### config.mk
export PLATFORM = sky130hd
export DESIGN_NAME = pipelined_cla_adder
export DESIGN_NICKNAME = d
export VERILOG_FILES = /design/src/rtl/cla_pkg.sv /design/src/rtl/cla_block.sv /design/src/rtl/pipelined_cla_adder.sv
export SDC_FILE = /design/constraint.sdc
export NUM_CORES = 1
export LEC_CHECK = 0
export BUFFER_PORTS_ARGS = -buffer_cell sky130_fd_sc_hd__buf_2
export CAP_MARGIN = 30
export CORE_MARGIN = 2
export CORE_UTILIZATION = 30
export DETAILED_ROUTE_END_ITERATION = 10
export SLEW_MARGIN = 20
export SYNTH_ARGS = -nofsm -noshare
export SYNTH_HDL_FRONTEND = slang
export SYNTH_SLANG_ARGS = --single-unit
export TNS_END_PERCENT = 10
### constraint.sdc
create_clock -name i_clk -period 2.6 [get_ports i_clk]
set_input_delay 0.26 -clock i_clk [delete_from_list [all_inputs] [get_ports i_clk]]
set_output_delay 0.26 -clock i_clk [all_outputs]
set_load 0.05 [all_outputs]
### src/rtl/cla_pkg.sv
// Shared helpers for the pipelined carry-lookahead adder.
package cla_pkg;

  // Number of pipeline stages needed to cover width bits with block-bit slices.
  function automatic int unsigned cla_stages(input int unsigned width, input int unsigned block);
    return (width + block - 1) / block;
  endfunction

  // Width of the most significant slice; equals block unless width is not a multiple of it.
  function automatic int unsigned cla_last_width(input int unsigned width, input int unsigned block);
    return width - (cla_stages(width, block) - 1) * block;
  endfunction

endpackage

### src/rtl/cla_block.sv
// Combinational BLOCK-bit carry-lookahead slice with carry-out and carry into its top bit.
module cla_block #(
  parameter int unsigned BLOCK = 4
) (
  input  logic [BLOCK-1:0] a,
  input  logic [BLOCK-1:0] b,
  input  logic             cin,
  output logic [BLOCK-1:0] sum,
  output logic             cout,
  output logic             c_msb
);

  logic [BLOCK-1:0] prop;
  logic [BLOCK-1:0] gen;
  logic [BLOCK:0]   carry;
  logic             term;
  logic             chain;

  assign prop = a ^ b;
  assign gen  = a & b;

  // Each carry is a flat sum of generate terms gated by the propagate chain below them.
  always_comb begin
    carry    = '0;
    term     = 1'b0;
    chain    = 1'b0;
    carry[0] = cin;
    for (int i = 0; i < int'(BLOCK); i++) begin
      term  = gen[i];
      chain = prop[i];
      for (int j = i - 1; j >= 0; j--) begin
        term  = term | (chain & gen[j]);
        chain = chain & prop[j];
      end
      carry[i+1] = term | (chain & cin);
    end
  end

  assign sum   = prop ^ carry[BLOCK-1:0];
  assign cout  = carry[BLOCK];
  assign c_msb = carry[BLOCK-1];

endmodule

### src/rtl/pipelined_cla_adder.sv
// Pipelined carry-lookahead adder/subtractor: one CLA slice per stage, carry registered between stages,
// valid/ready handshake with a single global advance signal.
module pipelined_cla_adder
  import cla_pkg::*;
#(
  parameter int unsigned WIDTH = 8,
  parameter int unsigned BLOCK = 4
) (
  input  logic             i_clk,
  input  logic             i_rst,
  input  logic             i_valid,
  output logic             o_ready,
  input  logic [WIDTH-1:0] i_add1,
  input  logic [WIDTH-1:0] i_add2,
  input  logic             i_cin,
  input  logic             i_sub,
  output logic             o_valid,
  input  logic             i_ready,
  output logic [WIDTH:0]   o_result,
  output logic             o_overflow
);

  localparam int unsigned STAGES = cla_stages(WIDTH, BLOCK);
  localparam int unsigned LAST_W = cla_last_width(WIDTH, BLOCK);

  // Operands ride along with the partial sum; b is already inverted for subtraction.
  typedef struct packed {
    logic             valid;
    logic [WIDTH-1:0] a;
    logic [WIDTH-1:0] b;
    logic [WIDTH-1:0] sum;
    logic             carry;
    logic             ovf;
  } stage_t;

  stage_t stage_q [STAGES];
  stage_t stage_d [STAGES];
  logic   advance;

  assign advance = ~stage_q[STAGES-1].valid | i_ready;
  assign o_ready = advance;

  for (genvar k = 0; k < int'(STAGES); k++) begin : g_stage
    localparam int unsigned LO = k * BLOCK;
    localparam int unsigned SW = (k == int'(STAGES) - 1) ? LAST_W : BLOCK;

    stage_t         prev;
    stage_t         nxt;
    logic [SW-1:0]  slice_sum;
    logic           slice_cout;
    logic           slice_cmsb;

    if (k == 0) begin : g_first
      always_comb begin
        prev       = '0;
        prev.valid = i_valid;
        prev.a     = i_add1;
        prev.b     = i_sub ? ~i_add2 : i_add2;
        prev.carry = i_sub | i_cin;
      end
    end else begin : g_next
      assign prev = stage_q[k-1];
    end

    // The top slice is only as wide as the remaining bits, so its carry-out is the carry out of bit WIDTH-1.
    cla_block #(.BLOCK(SW)) u_cla (
      .a     (prev.a[LO +: SW]),
      .b     (prev.b[LO +: SW]),
      .cin   (prev.carry),
      .sum   (slice_sum),
      .cout  (slice_cout),
      .c_msb (slice_cmsb)
    );

    always_comb begin
      nxt               = prev;
      nxt.sum[LO +: SW] = slice_sum;
      nxt.carry         = slice_cout;
      nxt.ovf           = slice_cout ^ slice_cmsb;
    end

    assign stage_d[k] = nxt;
  end

  // Whole pipeline shifts together; a stall freezes every stage including the output.
  always_ff @(posedge i_clk or posedge i_rst) begin
    if (i_rst) begin
      for (int k = 0; k < int'(STAGES); k++) stage_q[k] <= '0;
    end else if (advance) begin
      for (int k = 0; k < int'(STAGES); k++) stage_q[k] <= stage_d[k];
    end
  end

  assign o_valid    = stage_q[STAGES-1].valid;
  assign o_result   = {stage_q[STAGES-1].carry, stage_q[STAGES-1].sum};
  assign o_overflow = stage_q[STAGES-1].ovf;

endmodule

==> Word level (Yosys, flattened, before mapping) <==
Cells that the tools add are included.
{ "totals": {"input_bits": 22, "ff_bits": 33} }
{ "op_classes": {"mux": 1, "bitwise_logic": 63} }
{ "ops": {"columns": ["operator", "n"], "rows": [
  ["$and 1x1->1", 32],
  ["$or 1x1->1", 22],
  ["$xor 4x4->4", 4],
  ["$and 4x4->4", 2],
  ["$mux 8", 1],
  ["$not 8->8", 1],
  ["$not 1->1", 1],
  ["$xor 1x1->1", 1]
]} }

==> Logic depth before layout (Yosys ltp) <==
Gate-level depths: netlist of the first run.
{ "depth": {"word_depth": 8, "ltp_mapped": 7, "mapped_depth_nobuf": 6} }

==> By module <==
From an unflattened synthesis of the first run, not the netlist that was laid out.
{ "hier_totals": {"cells_unflattened": 102, "hier_area_um2": 1433.9} }
{ "by_module_without_submodules": {"columns": ["module", "n_inst", "cells_each", "seq_area_each_um2", "area_per_inst_um2"], "rows": [
  ["pipelined_cla_adder", 1, 66, 625.6, 1123.6],
  ["cla_block", 2, 18, 0.0, 155.1]
]} }

==> Worst setup path before layout of the first run <==
Ideal clock, no wire load.
{ "synth_path": {"path_type": "input-to-reg", "startpoint": "input port i_sub", "endpoint": "register, netlist name g_stage[1].nxt[4]", "path_buffers": 1, "setup_slack_ns": 1.054, "setup_time_ns": 0.125, "required_time_ns": 2.475, "stages": 7, "t_arrival_ns": 1.421, "path_cell_list": "buf_6 -> xor2_1 -> ha_1 -> a21oi_2 -> o21ai_2 -> xor2_1 -> mux2_4"} }
{ "synth_via": {"elab_chain_cells": 6, "elab_cells_between_ends": 10, "classes_between": "1 x mux; 9 x bitwise"} }
{ "synth_lines": {"columns": ["element", "line", "text"], "rows": [
  ["start: declaration", "pipelined_cla_adder.sv:16", "input logic i_sub,"],
  ["$mux 8", "pipelined_cla_adder.sv:58", "prev.b = i_sub ? ~i_add2 : i_add2;"],
  ["$xor 4x4->4 / $and 4x4->4 (equally long branches)", "cla_block.sv:19, cla_block.sv:20", null],
  ["$and 1x1->1, on equally long branches", "cla_block.sv:32, cla_block.sv:33", null],
  ["$or 1x1->1 / $and 1x1->1 (equally long branches)", "cla_block.sv:32, cla_block.sv:35", null],
  ["$or 1x1->1", "cla_block.sv:35", "carry[i+1] = term | (chain & cin);"],
  ["$xor 4x4->4 (*)", "cla_block.sv:39", "assign sum = prop ^ carry[BLOCK-1:0];"]
]} }
Every way passes the cells marked *; elsewhere a longest branch is shown, timed or not.
A chain may end at the register's enable or synchronous reset.

==> Final worst setup path of the first run <==
{ "layout_path": {"startpoint": "register, netlist name o_valid", "endpoint": "output port o_ready"} }
{ "layout_via": {"elab_chain_cells": 2} }
{ "layout_lines": {"columns": ["element", "line", "text"], "rows": [
  ["$not 1->1", "pipelined_cla_adder.sv:40", "assign advance = ~stage_q[STAGES-1].valid | i_ready;"],
  ["$or 1x1->1", "pipelined_cla_adder.sv:40", null],
  ["end: declaration", "pipelined_cla_adder.sv:12", "output logic o_ready,"]
]} }
Every way passes these cells.

==> results of run 1 <==
[flip-flops by register name, indices dropped and copies added (netlist names)]
| register | cells |
|---|---|
| g_stage.nxt | 13 |
| g_stage.prev | 1 |
| o_overflow | 1 |
| o_result | 9 |
| o_valid | 1 |
[per-layer routing]
layer / vias up / GRT usage, % / routed length (um)
li1: 471 / - / -
met1: 441 / 11.6 / 1040
met2: 19 / 19.3 / 1310
met3: 4 / 1.69 / 97
met4: 0 / 6.08 / 44
met5: - / 0 / 0
[repair_timing]
item                      4_1_cts  5_1_grt
hold endpoints to repair        0        5
hold buffers                    0        1
resized for setup               0        0
setup buffers                   0        0
[area by class of cell]
| class | instances | share of cell area [%] |
|---|---|---|
| sequential | 25 | 37.7 |
| timing repair buffer | 36 | 13.4 |
| tap | 52 | 3.92 |
| inverter | 6 | 1.36 |
| clock buffer | 4 | 2.71 |
| multi-input combinational | 84 | 40.9 |
[cell families (layout without fill, tap and decap cells)]
logic type                 Yosys count  count (layout)  share of synthesized area (%)
and+or+nand+nor                     21              21                           6.73
DFF                                 25              25                           45.5
adders and majority gates           12              12                           12.0
buffers and inverters               12              46                           5.19
muxes                               10              10                           10.0
xor gates and xnor gates            14              14                           8.92
AOI/OAI and AO/OA                   27              27                           11.6
[Yosys cell counts (3+ instances only)]
cell     instances  area share (%)
xnor2_1          5             3.2
nor2_1          14             3.8
buf_6            3             2.5
nand2_1          3            0.82
dfrtp_1         25              45
mux2_4           7             7.6
inv_1            6             1.6
ha_1            10             9.1
a21oi_1         17             6.2
xor2_1           9             5.7
buf_2            3             1.1
[power groups by stage]
stage,clock [W],sequential (W),combinational (W)
after global routing,0.000252,0.000571,0.000705
after floorplan,0,0.000791,0.000279
final,0.000221,0.000553,0.000654
after CTS,0.000232,0.000557,0.000655
after detailed placement,0,0.000565,0.000653
after global placement,0,0.000562,0.000636
[stage by stage]
step           worst slack, ns  area [um^2]  instances
6_report                 0.711         1660        207
2_1_floorplan             1.05         1380        121
5_1_grt                  0.580         1660        207
4_1_cts                  0.690         1620        205
3_3_place_gp             0.886         1580        201
3_5_place_dp             0.779         1580        201
[critical path: cells and delay by family, from the launching register on]
| family | cells | cell delay, ns |
|---|---|---|
| buffers and inverters | 2 | 0.55 |
| flip-flops | 1 | 0.38 |
| AND/OR/NAND/NOR | 1 | 0.43 |
[final timing paths]
path                                    startpoint                  to  slack, ns  cells after the start
worst max-delay path                       o_valid             o_ready       0.71                      3
worst min-delay path                     i_add1[4]  g_stage[1].nxt[22]       0.21                      3
worst max register to register  g_stage[1].nxt[14]          o_overflow       1.08                      5
worst min register to register         o_result[3]         o_result[3]       0.48                      1
max in group asynchronous                    i_rst  g_stage[1].nxt[25]       1.72                      4
min in group asynchronous                    i_rst  g_stage[1].nxt[24]       0.48                      3
==> results.tsv, run 1 <==
stage	metric	value	unit
setup_path	crit_path_end_kind	output port	
yosys	yosysSeqAreaShare	45.5	%
yosys	synth-async-reset-ratio	100	%
finish	final_layout_size_suffix_gt1_share	32.3	%
finish	multi_input_area	678	um^2
setup_path	crit_chain	nand2b_1 -> buf_12 -> buf_2	
finish	ff_latch_area	626	um^2
cts	clk_pin_slew	0.08	ns
job	drv_cap	0	
place	routabilityCongestion	0.734	
finish	nNetsFinal	190	
setup_path	critPathArrivalTime	1.63	ns
yosys	synth_cells	121	
yosys	synth_ff_type	dfrtp_1	
place	port_buffers	33	
hold_path	hold_path_class	primary input to flop	
timing	fin_crit	1.89	ns
detailed_routing	drc_errors	0	
power	switchingPower	0.000600	W
timing	slew_viol_final	0	
floorplan	die_h	71.7	um
detailed_routing	via_per_inst	4.52	
global_route	grt_pass1_vias	1009	
cts	numClockSinks	25	
power	p_int	0.000828	W
floorplan	coreArea	0.00438	mm^2
place	dp_hpwl	1940	um
power	p_comb_share	45.8	%
global_route	grtUsageTotal	10.6	%
setup_path	path_class	flop to output port	
global_route	grt_max_degree	32	
timing	fin_hold_ws	0.205	ns
finish	fillCellCount	448	
cts	clock_latency	0.26	ns
power	p_leak	0.803	nW
finish	final_core_utilization	37.8	%
setup_path	slowest_delay	0.43	ns
setup_path	critPathLaunchType	flop	
global_route	grt_pass1_wl	4340	um
detailed_routing	vias	935	
power	power_frac_clock	15.5	%
timing	hold_viol_final	0	
power	total_power	0.00143	W
timing	grt_setup_unrepaired	false	
power	p_seq_share	38.7	%
timing	worst_pin_slew	0.591	ns
cts	cts_tree	done	
global_route	overflow	0	
timing	fin_crit_sh	72.6	%
yosys	ys.warnings.count	0	
power	switching_share	42.0	%
yosys	avgSynthCellArea	11.4	um^2
setup_path	worstPathRequired	2.34	ns
floorplan	ioPinCount	34	
global_route	antenna_found_initial	0	
cts	root_buffer	clkbuf_8	
power	power_density	861	mW/mm^2
timing	setup_tns	0	ns
yosys	syn-cell-area	0.00138	mm^2
detailed_routing	wl_per_cell	12.0	um
yosys	syn_nets	155	
floorplan	start_util	31.4	%
timing	setup_viol	0	
yosys	synth.distinct_cells	25	
yosys	ys_ff_latch	25	
outcome	status	finished, final reports clean	
finish	layout_commonest_cell	buf_2	
floorplan	row_count	24	
finish	antenna_cells	0	
finish	syn_to_final_growth	20.7	%
timing	slew_headroom	60.6	%
timing	fmax	529	MHz
cts	htreeDepth	1	
detailed_routing	dr.pass1.iters	4	
finish	final_cell_mix	buf_2, dfrtp_1, a21oi_1	
power	vdd_drop_max	0.000228	V
floorplan	dieWidth	71.7	um
setup_path	slowest_stage	nand2b_1	
cts	cts.path.max_buffers	2	
floorplan	dieArea	0.00514	mm^2
setup_path	cp_max_fo	31	
detailed_routing	drt-total-wl	2490	um
timing	fin_skew	0.00419	ns
cts	numCtsBuffers	3	
detailed_routing	dr.first_iter.drc_count	17	
yosys	synth_edf_count	0	
detailed_routing	final_antenna_net_count	0	
No activity file was read; power rests on OpenSTA's default activity.
==> run 2: changes to the inputs <==
==> constraint.sdc (replaced) <==
create_clock -name i_clk -period 1.7 [get_ports i_clk]
set_input_delay 0.17 -clock i_clk [delete_from_list [all_inputs] [get_ports i_clk]]
set_output_delay 0.17 -clock i_clk [all_outputs]
set_load 0.05 [all_outputs]
==> run 2 against run 1 <==
Net effect:
- die area stayed put
- largest power group unchanged
- hold slack worse by 0.090 ns
- critical path depth is 2 higher
- first-iteration DRC count is 59% higher
- combinational power is 52% higher
- highest routed layer unchanged
- non-clock buffer count is 1 higher
- clock skew is 0.0016 ns lower
- worst setup slack worse by 0.56 ns
- power is 53% higher
==> results.tsv, run 2 (same netlist as run 1, synthesis figures left out) <==
stage	metric	value	unit	change
detailed_routing	drt-total-wl	2510	um	+0.84%
timing	setup_viol	0		unchanged
timing	slew_headroom	79.5	%	+19 points
power	vdd_drop_max	0.000350	V	+53%
hold_path	hold_path_depth	3		unchanged
timing	grt_setup_unrepaired	false		
place	post-place-ws	0.0317	ns	-0.747 ns
hold_path	hold_path_class	primary input to flop		
finish	multi_input_area	678	um^2	unchanged
floorplan	dieWidth	71.7	um	unchanged
setup_path	crit_chain	ha_1 -> a211oi_1 -> o21bai_2 -> mux2i_1 -> a21oi_1		
job	drv_cap	0		unchanged
setup_path	crit_path_end_kind	flop		
cts	cts-resized-gates	0		unchanged
timing	hold_viol_final	0		unchanged
finish	syn_to_final_growth	19.7	%	
setup_path	cp_max_fo	3		-90%
finish	antenna_cells	0		unchanged
setup_path	critPathLaunchType	flop		
power	power_density	1320	mW/mm^2	+54%
cts	cts_tree	done		
floorplan	ioPinCount	34		unchanged
power	p_leak	0.800	nW	-0.38%
detailed_routing	dr.first_iter.drc_count	27		+10
floorplan	dieArea	0.00514	mm^2	unchanged
timing	fin_crit_sh	91.4	%	
power	switchingPower	0.000917	W	+53%
finish	final_layout_size_suffix_gt1_share	32.7	%	+0.43 points
global_route	grt_pass1_vias	1062		+5.3%
hold_path	min_from	i_add1[4]		
timing	slew_viol_final	0		unchanged
floorplan	die_h	71.7	um	unchanged
setup_path	slowest_stage	dfrtp_1		
power	p_int	0.00126	W	+52%
setup_path	reg2reg_from	g_stage[1].nxt[14]		
power	p_comb_share	45.7	%	about the same
finish	largest_reg_flops	13		unchanged
timing	setup_ws	0.147	ns	-0.564 ns
timing	fmax	644	MHz	
global_route	busiest_layer	met2		
detailed_routing	via_per_inst	4.56		+1.0%
setup_path	worstPathRequired	1.85	ns	-0.49 ns
global_route	grtUsageTotal	11.2	%	+0.54 points
finish	fillCellCount	454		+1.3%
global_route	overflow	0		unchanged
timing	worst_pin_slew	0.308	ns	-0.283 ns
cts	root_buffer	clkbuf_8		
outcome	status	finished, final reports clean		
power	switching_share	42.1	%	+0.082 points
finish	nNetsFinal	191		+0.53%
cts	clk_pin_slew	0.08	ns	about the same
cts	post_cts_buffers	0		unchanged
global_route	grt_max_degree	42		+31%
setup_path	r2r_cells	5		unchanged
detailed_routing	vias	949		+1.5%
global_route	grt_use_met3	1.97	%	+0.28 points
global_route	use_met2	20.2	%	+0.82 points
hold_path	holdPathEnd	g_stage[1].nxt[22]		
detailed_routing	final_antenna_net_count	0		unchanged
timing	fin_skew	0.00258	ns	-0.00160 ns
detailed_routing	wl_per_cell	12.1	um	+0.36%
place	port_buffers	33		unchanged
cts	htreeDepth	1		unchanged
setup_path	rrSetupSlack	0.15	ns	-0.93 ns
power	power_frac_clock	15.4	%	about the same
global_route	antenna_found_initial	0		unchanged
timing	fin_crit	1.55	ns	
finish	ff_latch_area	626	um^2	unchanged
floorplan	row_count	24		unchanged
cts	clock_latency	0.26	ns	about the same
finish	final_cell_mix	buf_2, dfrtp_1, a21oi_1		
cts	cts.path.max_buffers	2		unchanged
global_route	met1_usage	12.7	%	+1.1 points
setup_path	crit_start	g_stage[1].nxt[14]		
cts	numCtsBuffers	3		unchanged
floorplan	coreArea	0.00438	mm^2	unchanged
setup_path	slowest_delay	0.40	ns	-0.03 ns
global_route	grt_pass1_wl	4600	um	+6.0%
place	routabilityCongestion	0.781		+6.4%
cts	numClockSinks	25		unchanged
floorplan	start_util	31.4	%	unchanged
detailed_routing	dr.pass1.iters	4		unchanged
place	dp_hpwl	1920	um	-1.2%
detailed_routing	drc_errors	0		unchanged
setup_path	path_class	flop to flop		
timing	setup_tns	0	ns	unchanged
setup_path	regToRegEndpoint	o_overflow		
finish	layout_commonest_cell	buf_2		
setup_path	critPathArrivalTime	1.70	ns	+0.07 ns
power	p_seq_share	38.9	%	+0.2 points
==> run 2: power groups by stage <==
stage	sequential (W)	clock (W)	combinational, W
3_5_place_dp	0.000863	0	0.00100
5_1_grt	0.000874	0.000384	0.00108
4_1_cts	0.000851	0.000353	0.00101
2_1_floorplan	0.00121	0	0.000426
3_3_place_gp	0.000859	0	0.000979
6_report	0.000848	0.000337	0.000995
==> run 2: what timing repair did <==
item	CTS	global route
hold buffers	1	0
setup endpoints to repair	0	0
endpoints found under the hold margin	25	0
==> run 2: worst max path at each step <==
| stage | to | slack (ns) |
|---|---|---|
| after global routing | o_result[7] | 0.07 |
| after CTS | o_overflow | 0.14 |
| after floorplan | g_stage[1].nxt[4] | 0.24 |
| after global placement | g_stage[1].nxt[4] | 0.15 |
| after detailed placement | g_stage[1].prev[1] | 0.03 |
| final | o_overflow | 0.15 |
==> run 2: cell type report <==
class	instances	share of cell area, %
Inverter	6	1.37
Clock buffer	4	2.74
Sequential cell	25	38.0
Multi-Input combinational cell	84	41.2
Timing Repair Buffer	37	12.8
Tap cell	52	3.95
==> run 2: worst max-delay path: cells and delay by family (launching register included) <==
kind	cells	cell delay (ns)
AOI/OAI and AO/OA	3	0.55
DFF	1	0.40
adders and majority gates	1	0.32
muxes	1	0.17
==> run 2: per-layer routing <==
metal,up-vias,share of wire [%]
li1,469,-
met1,455,41
met2,21,52
met3,4,4.5
met4,0,1.7
met5,-,0
==> run 2: per-stage QoR <==
| step | hold WS (ns) | std cells | total power [W] | area, um^2 | utilization, % |
|---|---|---|---|---|---|
| after floorplan | 0.197 | 121 | 0.00164 | 1380 | - |
| after global placement | 0.234 | 203 | 0.00184 | 1590 | 36.3 |
| after detailed placement | 0.233 | 203 | 0.00186 | 1590 | 36.3 |
| after CTS | 0.109 | 208 | 0.00221 | 1650 | 37.6 |
| after global routing | 0.131 | 208 | 0.00234 | 1650 | 37.6 |
| final | 0.115 | 208 | 0.00218 | 1650 | 37.6 |
==> run 3: changes to the inputs <==
--- a/config.mk
+++ b/config.mk
@@ -10,6 +10,7 @@
 export CORE_MARGIN = 2
 export CORE_UTILIZATION = 30
 export DETAILED_ROUTE_END_ITERATION = 10
+export GPL_TIMING_DRIVEN = 0
 export SLEW_MARGIN = 20
 export SYNTH_ARGS = -nofsm -noshare
 export SYNTH_HDL_FRONTEND = slang
==> run 3 against run 2 <==
Net effect:
- combinational power about the same
- largest power group unchanged
- worst setup slack worse by 0.044 ns
- largest cell class unchanged
- clock skew grew 0.00050 ns
==> results.tsv, run 3 (same netlist as run 1, synthesis figures left out) <==
stage	metric	value	unit	change
finish	fillCellCount	443		-2.4%
detailed_routing	dr.first_iter.drc_count	27		unchanged
cts	cts.path.max_buffers	2		unchanged
cts	cts_tree	done		
timing	fin_skew	0.00309	ns	+0.000502 ns
timing	setup_viol	0		unchanged
floorplan	row_count	24		unchanged
timing	fmax	626	MHz	-2.8%
cts	numCtsBuffers	3		unchanged
floorplan	dieWidth	71.7	um	unchanged
setup_path	path_class	flop to output port		
finish	antenna_cells	0		unchanged
finish	final_cell_mix	buf_2, dfrtp_1, a21oi_1		
setup_path	slowest_stage	dfrtp_1		
detailed_routing	drt-total-wl	2700	um	+7.6%
timing	grt_setup_unrepaired	false		
detailed_routing	final_antenna_net_count	0		unchanged
setup_path	critPathLaunchType	flop		
cts	clk_pin_slew	0.09	ns	about the same
floorplan	coreArea	0.00438	mm^2	unchanged
floorplan	start_util	31.4	%	unchanged
finish	final_layout_size_suffix_gt1_share	34.6	%	+1.9 points
detailed_routing	wl_per_cell	12.8	um	+6.1%
setup_path	cp_max_fo	10		+7
global_route	grt_max_degree	26		-38%
global_route	antenna_found_initial	0		unchanged
detailed_routing	dr.pass1.iters	2		-2
global_route	overflow	0		unchanged
timing	slew_viol_final	0		unchanged
timing	hold_viol_final	0		unchanged
cts	post_cts_buffers	0		unchanged
setup_path	crit_chain	nand2b_1 -> buf_2 -> buf_6 -> buf_6 -> buf_4		
global_route	grt_pass1_vias	1098		+3.4%
timing	slew_headroom	73.8	%	-5.6 points
floorplan	dieArea	0.00514	mm^2	unchanged
setup_path	critical_path_buf_inv_count	4		+4
power	total_power	0.00221	W	+1.6%
job	drv_cap	0		unchanged
floorplan	die_h	71.7	um	unchanged
finish	layout_commonest_cell	buf_2		
detailed_routing	drc_errors	0		unchanged
setup_path	worst_path_most_repeated_cell	buf_6		
power	vdd_drop_max	0.000462	V	+32%
outcome	status	finished, final reports clean		
detailed_routing	via_per_inst	4.59		+0.66%
timing	worst_pin_slew	0.392	ns	+0.0837 ns
timing	fin_crit	1.60	ns	+0.0444 ns
timing	setup_tns	0	ns	unchanged
floorplan	ioPinCount	34		unchanged
setup_path	slowest_delay	0.38	ns	-0.02 ns
detailed_routing	vias	969		+2.1%
power	power_density	1310	mW/mm^2	-0.81%
cts	numClockSinks	25		unchanged
cts	htreeDepth	1		unchanged
place	port_buffers	32		-3.0%
finish	nNetsFinal	194		+1.6%
finish	syn_to_final_growth	22.7	%	
cts	clock_latency	0.26	ns	about the same
hold_path	hold_path_class	primary input to flop		
cts	root_buffer	clkbuf_8		
global_route	grt_pass1_wl	4790	um	+4.0%
place	routabilityCongestion	0.765		-2.0%
power	p_leak	0.821	nW	+2.7%
place	dp_hpwl	2050	um	+6.7%
setup_path	critPathTopFamily	buffers and inverters		
setup_path	worstPathRequired	1.53	ns	-0.32 ns
global_route	grtUsageTotal	11.7	%	+0.48 points
setup_path	critPathArrivalTime	1.43	ns	-0.27 ns
finish	largest_reg_flops	13		unchanged
timing	fin_crit_sh	94.0	%	+2.6 points
setup_path	crit_path_end_kind	output port		
[run 3: cell types whose count changed in the layout (fill, tap and decap cells not counted), sizes merged]
cell / previous run / this run
clkinv: 0 / 1
buf: 36 / 39
clkbuf: 4 / 3
[run 3: area by class of cell]
cell class / instances / area (um^2) / area share [%]
timing repair buffer: 34 / 200 / 11.9
sequential: 25 / 626 / 37.1
clock buffer: 3 / 41.3 / 2.45
tap: 52 / 65.1 / 3.86
inverter: 6 / 22.5 / 1.34
buffer: 6 / 48.8 / 2.89
multi-input combinational: 84 / 678 / 40.2
clock inverter: 1 / 5.00 / 0.297
[run 3: worst paths after layout]
| kind | slack [ns] | depth (start not counted) | start | to |
|---|---|---|---|---|
| setup / recovery | 0.10 | 5 | o_valid | o_ready |
| hold / removal | 0.10 | 3 | i_add1[4] | g_stage[1].nxt[22] |
| setup reg to reg | 0.21 | 5 | g_stage[1].nxt[14] | o_overflow |
| hold reg to reg | 0.48 | 1 | g_stage[1].nxt[26] | o_valid |
| max in group asynchronous | 0.87 | 4 | i_rst | g_stage[1].nxt[23] |
| min in group asynchronous | 0.42 | 3 | i_rst | o_valid |
[run 3: stage by stage]
step	instances	area [um^2]	setup slack [ns]	hold WS (ns)	utilization [%]
6_report	211	1690	0.102	0.103	38.5
2_1_floorplan	121	1380	0.244	0.197	-
5_1_grt	211	1690	0.0166	0.126	38.5
4_1_cts	209	1650	0.0261	0.107	37.6
3_3_place_gp	205	1600	0.172	0.378	36.5
3_5_place_dp	205	1600	0.0861	0.386	36.5
[run 3: worst reg2reg max path, cell delays in order (launching register included)]
cell and delay, ns:
dfrtp_1 0.39, ha_1 0.31, a211oi_1 0.28, o21bai_2 0.14, mux2i_1 0.17, a21oi_1 0.08
[run 3: per-layer routing]
| metal | vias up | global-route usage (%) | part of all wire, % | wire length [um] |
|---|---|---|---|---|
| li1 | 478 | - | - | - |
| met1 | 466 | 13.2 | 41 | 1120 |
| met2 | 21 | 21.4 | 52 | 1420 |
| met3 | 4 | 2.39 | 4.2 | 113 |
| met4 | 0 | 4.40 | 1.8 | 50 |
| met5 | - | 0 | 0 | 0 |
[run 3: repair_timing]
item / CTS / global route
gates resized for setup: 0 / 2
endpoints found under the hold margin: 0 / 7
endpoints found under the setup margin: 0 / 1
hold buffers: 0 / 1
[run 3: power by group]
group	switching (W)	internal, W	leakage, nW
sequential	0.0000841	0.000760	0.286
combinational	0.000672	0.000347	0.509
clock	0.000188	0.000164	0.0255
